===== src/rtl/axis_ram_switch_rd_sched.sv =====
// Read-side frame scheduler for one output of the shared-RAM stream switch:
// arbitrates per-source frame commands and expands each into single-word RAM reads.
module axis_ram_switch_rd_sched #(
  parameter int S_COUNT               = 4,
  parameter int ADDR_WIDTH            = 12,
  parameter int LEN_WIDTH             = 12,
  parameter int ARB_TYPE_ROUND_ROBIN  = 1,
  parameter int ARB_LSB_HIGH_PRIORITY = 1,
  localparam int IW = (S_COUNT > 1) ? $clog2(S_COUNT) : 1
) (
  input  logic                          clk,
  input  logic                          rst,
  input  logic [S_COUNT*ADDR_WIDTH-1:0] s_cmd_addr,
  input  logic [S_COUNT*LEN_WIDTH-1:0]  s_cmd_len,
  input  logic [S_COUNT-1:0]            s_cmd_valid,
  output logic [S_COUNT-1:0]            s_cmd_ready,
  output logic [ADDR_WIDTH-1:0]         m_rd_addr,
  output logic [IW-1:0]                 m_rd_src,
  output logic                          m_rd_last,
  output logic                          m_rd_valid,
  input  logic                          m_rd_ready,
  output logic                          busy,
  output logic [IW-1:0]                 grant_index
);

  typedef enum logic {IDLE, READ} state_t;

  // The pointer holds the "last granted" index; its reset value makes the
  // first search start at index 0 (ascending) or S_COUNT-1 (descending).
  localparam logic [IW-1:0] PTR_RST = (ARB_LSB_HIGH_PRIORITY != 0) ? IW'(S_COUNT - 1) : '0;

  state_t                  st_q, st_d;
  logic [ADDR_WIDTH-1:0]   addr_q;
  logic [LEN_WIDTH-1:0]    rem_q;
  logic [IW-1:0]           src_q;
  logic [IW-1:0]           ptr_q;

  logic [IW-1:0]           base;
  logic [IW-1:0]           cand;
  int                      cand_i;
  logic                    gnt_found;
  logic [IW-1:0]           gnt_idx;
  logic [ADDR_WIDTH-1:0]   addr_sel;
  logic [LEN_WIDTH-1:0]    len_sel;
  logic                    accept;
  logic                    rd_hs;
  logic                    rem_zero;

  assign base     = (ARB_TYPE_ROUND_ROBIN != 0) ? ptr_q : PTR_RST;
  assign rem_zero = (rem_q == '0);
  assign accept   = (st_q == IDLE) && gnt_found;
  assign rd_hs    = (st_q == READ) && m_rd_ready;

  // Circular search starting one step past the base index.
  always_comb begin
    gnt_found = 1'b0;
    gnt_idx   = '0;
    cand_i    = 0;
    cand      = '0;
    for (int i = 1; i <= S_COUNT; i++) begin
      if (ARB_LSB_HIGH_PRIORITY != 0) cand_i = (int'(base) + i) % S_COUNT;
      else                            cand_i = (int'(base) + S_COUNT - i) % S_COUNT;
      cand = IW'(cand_i);
      if (!gnt_found && s_cmd_valid[cand]) begin
        gnt_found = 1'b1;
        gnt_idx   = cand;
      end
    end
  end

  always_comb begin
    addr_sel = '0;
    len_sel  = '0;
    for (int k = 0; k < S_COUNT; k++) begin
      if (gnt_idx == IW'(k)) begin
        addr_sel = s_cmd_addr[k*ADDR_WIDTH +: ADDR_WIDTH];
        len_sel  = s_cmd_len[k*LEN_WIDTH +: LEN_WIDTH];
      end
    end
  end

  always_ff @(posedge clk) begin
    if (rst) st_q <= IDLE;
    else     st_q <= st_d;
  end

  always_comb begin
    st_d = st_q;
    case (st_q)
      IDLE:    if (gnt_found) st_d = READ;
      READ:    if (m_rd_ready && rem_zero) st_d = IDLE;
      default: st_d = IDLE;
    endcase
  end

  always_comb begin
    s_cmd_ready = '0;
    if (accept) s_cmd_ready[gnt_idx] = 1'b1;
    m_rd_valid  = (st_q == READ);
    m_rd_last   = (st_q == READ) && rem_zero;
    busy        = (st_q == READ);
  end

  always_ff @(posedge clk) begin
    if (rst) begin
      addr_q <= '0;
      rem_q  <= '0;
      src_q  <= '0;
      ptr_q  <= PTR_RST;
    end else if (accept) begin
      addr_q <= addr_sel;
      rem_q  <= len_sel;
      src_q  <= gnt_idx;
      ptr_q  <= gnt_idx;
    end else if (rd_hs && !rem_zero) begin
      addr_q <= addr_q + ADDR_WIDTH'(1);
      rem_q  <= rem_q - LEN_WIDTH'(1);
    end
  end

  assign m_rd_addr   = addr_q;
  assign m_rd_src    = src_q;
  assign grant_index = src_q;

endmodule


===== config.mk =====
export PLATFORM = sky130hd
export DESIGN_NAME = axis_ram_switch_rd_sched
export DESIGN_NICKNAME = d
export VERILOG_FILES = /design/src/rtl/axis_ram_switch_rd_sched.sv
export SDC_FILE = /design/constraint.sdc
export NUM_CORES = 1
export LEC_CHECK = 0
export ABC_AREA = 1
export CAP_MARGIN = 10
export CORE_UTILIZATION = 46
export CTS_CLUSTER_DIAMETER = 50
export DETAILED_ROUTE_END_ITERATION = 8
export PLACE_DENSITY = 0.95
export SETUP_SLACK_MARGIN = 0.3
export SLEW_MARGIN = 20
export SYNTH_ARGS = -nofsm -noshare
export SYNTH_HDL_FRONTEND = slang
export SYNTH_SLANG_ARGS = --single-unit
export TNS_END_PERCENT = 10

===== constraint.sdc =====
create_clock -name clk -period 6 [get_ports clk]
set_input_delay 1.2 -clock clk [delete_from_list [all_inputs] [get_ports clk]]
set_output_delay 1.2 -clock clk [all_outputs]
set_load 0.02 [all_outputs]

-- Yosys cells after proc, flatten, opt, wreduce, memory -nomap -nowiden
Index checks and enable logic that the tools add are counted.
- register bits: 29
- latch bits: 0
- RAM bits: 0
- ROM bits: 0
- input bits: 103
- output and inout bits: 23
- logic and storage cells: 71
- memories: 0
- add/sub/neg operators: 6
- $mul: 0
- div/mod/pow operators: 0
- order comparisons: 6
- equal/unequal tests: 3
- shift operators: 0
- multiplexer cells: 34
- bitwise logic cells: 1
- reduce and logical (&&, ||, !) cells: 16
- operators by type and width (kind ; count):
    12-bit two-way mux ; 12
    2-bit by 3-bit < comparator with 1-bit output (second input constant) ; 5
    12-bit by 1-bit adder with 12-bit output (second input constant) ; 1
    12-bit zero test ; 1
    12-bit by 1-bit subtractor with 12-bit output (second input constant) ; 1
    1-bit two-way mux ; 11
    1-bit logical AND ; 9
    1-bit binary-select mux with 2-bit select ; 4
    2-bit two-way mux ; 4
    2-bit by 1-bit adder with 2-bit output (second input constant) ; 2
    2-bit adder (second input constant) ; 2
    2-bit equality test (second input constant) ; 2
    1-bit zero test ; 4
    4-bit two-way mux ; 1
    1-bit demux with 2-bit select ; 1
    2-bit by 1-bit equality test with 1-bit output (second input constant) ; 1
    2-bit by 1-bit >= comparator with 1-bit output (second input constant) ; 1
    2-bit zero test ; 1
    1-bit one-hot mux with 2 select lines ; 1
    2-bit nonzero test ; 1
    1-bit NOT ; 1

-- Longest topological paths before layout
- depth after elaboration: 19
- depth in mapped cells: 18
- mapped depth without buffers: 16

-- Worst setup path before layout
No wires, ideal clock.
- kind: input to output
- start: input port s_cmd_valid[2]
- end: output port s_cmd_ready[0]
- arrival time: 2.636 ns
- slack: 2.164 ns
- stages: 9
- buffers on the path: 2
- path through: inv_1 -> nand2_1 -> nand2_1 -> o21ai_0 -> nand3b_1 -> nand2_2 -> buf_2 -> buf_2 -> nor3_1
- cells in the longest elaborated chain, start to end: 17
- elaborated cells on any way between the ends: 29
- those cells by class: order compare: 2; mux: 19; reduce/logical: 8
- RTL lines (element ; RTL line ; text):
    start, declared ; 15 ; input logic [S_COUNT-1:0] s_cmd_valid,
    1-bit binary-select mux with 2-bit select ; 64 ; if (!gnt_found && s_cmd_valid[cand]) begin
    1-bit two-way mux (implied by the code) ; 64 ;
    1-bit two-way mux ; 64 ;
    1-bit zero test ; 64 ;
    1-bit logical AND ; 64 ;
    1-bit two-way mux ; 64 ;
    1-bit zero test ; 64 ;
    1-bit logical AND ; 64 ;
    1-bit two-way mux ; 64 ;
    1-bit zero test ; 64 ;
    1-bit logical AND ; 64 ;
    2-bit two-way mux ; 64 ;
    2-bit by 3-bit < comparator with 1-bit output (implied by the code) or 2-bit by 1-bit >= comparator with 1-bit output (tied branches) ; 98 ; if (accept) s_cmd_ready[gnt_idx] = 1'b1;
    1-bit logical AND (implied by the code) ; 98 ;
    1-bit two-way mux (implied by the code) ; 98 ;
    1-bit demux with 2-bit select ; 98 ;
    4-bit two-way mux (*) ; 98 ;
    end, declared ; 16 ; output logic [S_COUNT-1:0] s_cmd_ready,
Every way passes the cells marked *; elsewhere a longest branch is shown, timed or not. The select of a mux whose other input is x is not followed.

-- Worst setup path in the final report
- start: input port s_cmd_valid[3]
- end: output port s_cmd_ready[3]
The elaborated chain is that of the path after synthesis.

==> run_results.csv <==
group,metric,value,unit
run_status,status,"finished, violations left",
run_status,violations,"design-rule violations",
power_and_ir_drop,vdd_ir_drop_max,0.000309,V
cts,postCtsSetupRepairBufs,0,
timing,rsz0062_at_grt,"no",
power_and_ir_drop,power_leakage,1.72,nW
floorplan,start_util,49.0,%
timing,period_needed,5.25,ns
placement,port_buffers,125,
timing,fin_skew,0.00911,ns
detailed_routing,ant_nets,0,
floorplan,die_w,79.8,microns
detailed_routing,vias_per_cell,5.82,
final_layout,final_layout_size_suffix_gt1_share,8.17,%
cts,clk_pin_slew,0.07,ns
synthesis,ys_ff_latch,29,
detailed_routing,drt_pass1_iterations,8,
global_routing,grt_pass1_wl,15700,microns
final_layout,area_delta_synth_final,45.6,%
power_and_ir_drop,p_int,0.952,mW
timing,finalHoldViolCount,0,
global_routing,track_usage,31.3,%
cts,cts_tree,"done",
worst_setup_path,critPathLaunchType,"input port",
flow_run,maxCapViolations,0,
synthesis,synth_cell_types,38,
detailed_routing,avgRoutedWirePerCell,15.3,microns
power_and_ir_drop,power_switching_share,58.4,%
cts,numCtsBuffers,5,
detailed_routing,drc,1,
floorplan,num_io_pins,126,
power_and_ir_drop,p_seq_share,15.8,%
power_and_ir_drop,finalPower,2.29,mW
global_routing,grt_pass1_vias,3475,
synthesis,synth.avg_cell_area,5.96,sq um
timing,period_share,87.4,%
cts,h-tree-depth,2,
timing,worst_slew_pin_slew,0.734,ns
power_and_ir_drop,clkPwrFrac,7.3,%
worst_setup_path,crit_type,"input port to output pin",
timing,slew_violations,0,
detailed_routing,drtIter0Drc,401,
cts,clockRootBuffer,"clkbuf_8",
synthesis,syn_inst,467,
worst_setup_path,cp.arrival,4.05,ns
floorplan,die_area,6360,sq um
detailed_routing,vias,3767,
worst_setup_path,end_kind,"output pin",
placement,gp_congestion,0.924,
final_layout,n_antenna_cell,0,
timing,postLayoutSetupSlackWorst,0.755,ns
global_routing,grt_max_degree,38,
final_layout,multi_input_area,1880,sq um
cts,cts-hold-fix-buffers,0,
worst_setup_path,cp.required,4.80,ns
final_layout,nets,679,
cts,clock_path_buffers,2,
final_layout,fillers,473,
synthesis,syn_nets,572,
synthesis,synth_area,2780,sq um
global_routing,overflow,0,
floorplan,coreArea,5680,sq um
floorplan,fp-row-count,27,
placement,hpwl,7250,microns
floorplan,die_y,79.8,microns
synthesis,yosysWarningCount,0,
placement,place_ws,0.830,ns
timing,fin_setup_tns,0,ns
worst_hold_path,holdCritPathClass,"flip-flop to flip-flop",
cts,clock_sinks,29,
global_routing,antenna_found_initial,0,
synthesis,ys_seq_area_share,20.9,%
timing,relSlewSlack,51.0,%
worst_setup_path,path_max_fanout,37,
timing,max_freq,191,MHz
timing,setup_viol,0,
power_and_ir_drop,switchingPower,1.34,mW
cts,clk_latency,0.29,ns
final_layout,seq_area,581,sq um
timing,hold_slack,0.487,ns
detailed_routing,drt_wl_total,9910,microns
cts,ctsResizeCount,0,
power_and_ir_drop,combPwrFrac,77.0,%
power_and_ir_drop,pwr_density_cell,565,nW/um^2
## flip-flops by register name (all words and copies together) (netlist names)
signal       cells
m_rd_addr       12
base             2
rem_q           12
grant_index      2
busy             1
## per-stage QoR
| stage | area [sq um] | std cells | utilization [%] |
|---|---|---|---|
| 6_report | 4050 | 647 | 71.4 |
| 2_1_floorplan | 2780 | 467 | - |
| 3_5_place_dp | 3970 | 639 | 69.9 |
| 5_1_grt | 4050 | 647 | 71.4 |
| 4_1_cts | 4050 | 647 | 71.4 |
| 3_3_place_gp | 3970 | 639 | 69.9 |
## cells by family after synthesis
kind of cell	count (synthesis)	synth area share, %
and+or+nand+nor	281	47.4
adders and majority gates	2	0.899
xor gates and xnor gates	11	3.46
buffers and inverters	67	11.6
DFF	29	20.9
AOI/OAI and AO/OA	77	15.7
## layout by cell type (no fill, tap or decap), types with 8 or more instances in the layout
cell type / netlist / layout
inv_1: 32 / 32
a21oi_1: 29 / 29
nand4_1: 19 / 19
nand2_1: 120 / 120
dfxtp_1: 29 / 29
clkdlybuf4s50_1: 0 / 125
nand3_1: 52 / 52
o21ai_0: 22 / 22
nor2_1: 59 / 59
a21oi_2: 8 / 8
xor2_1: 9 / 9
## worst paths after layout
path	end	start	slack, ns	depth (start not counted)
worst max register to register	m_rd_addr[11]$_SDFFE_PP0P_	base[0]$_SDFFE_PP1P_	3.31	15
worst min-delay path	grant_index[0]$_SDFFE_PP0P_	grant_index[0]$_SDFFE_PP0P_	0.49	2
worst min register to register	grant_index[0]$_SDFFE_PP0P_	grant_index[0]$_SDFFE_PP0P_	0.49	2
worst max-delay path	s_cmd_ready[3]	s_cmd_valid[3]	0.75	12
## power groups by stage
stage	Clock, mW	Combinational, mW	Sequential [mW]
finish	0.166	1.76	0.361
global placement	0	1.65	0.358
floorplan	0	1.32	0.380
global route	0.173	1.94	0.371
CTS	0.163	1.73	0.358
detailed placement	0	1.72	0.361
## routing by layer
| layer | GRT usage [%] | up-vias | part of all wire, % |
|---|---|---|---|
| li1 | - | 1766 | - |
| met1 | 36.2 | 1638 | 37 |
| met2 | 55.5 | 302 | 47 |
| met3 | 6.29 | 61 | 12 |
| met4 | 13.4 | 0 | 4.3 |
| met5 | 0 | - | 0 |
## critical path: stages
cell             delay, ns
clkdlybuf4s50_1       0.48
inv_1                 0.05
nand2_1               0.06
nand2_1               0.07
o21ai_0               0.27
nand3_2               0.15
nand3_2               0.14
nand2_4               0.26
nor2_4                0.34
inv_2                 0.24
nor2_1                0.15
clkdlybuf4s50_1       0.61
## layout make-up
| class | count | area share, % |
|---|---|---|
| Inverter | 41 | 3.89 |
| Multi-Input combinational cell | 371 | 46.4 |
| Timing Repair Buffer | 126 | 31.1 |
| Clock inverter | 3 | 0.432 |
| Sequential cell | 29 | 14.3 |
| Tap cell | 72 | 2.22 |
| Clock buffer | 5 | 1.70 |
## Yosys cell counts (all sizes together)
cell | number | area, sq um
a21boi | 1 | 7.51
a21oi | 37 | 215
a31oi | 1 | 6.26
buf | 20 | 143
clkbuf | 6 | 23.8
clkinv | 1 | 5.00
dfxtp | 29 | 581
ha | 2 | 25.0
inv | 40 | 153
nand2 | 130 | 528
nand3 | 56 | 308
nand3b | 1 | 7.51
nand4 | 20 | 131
nor2 | 64 | 273
nor3 | 5 | 25.0
nor4 | 5 | 46.3
o211ai | 2 | 15.0
o21a | 2 | 15.0
o21ai | 28 | 140
o22ai | 5 | 31.3
o31ai | 1 | 7.51
xnor2 | 2 | 17.5
xor2 | 9 | 78.8
Power figures use the tool's default switching activity.
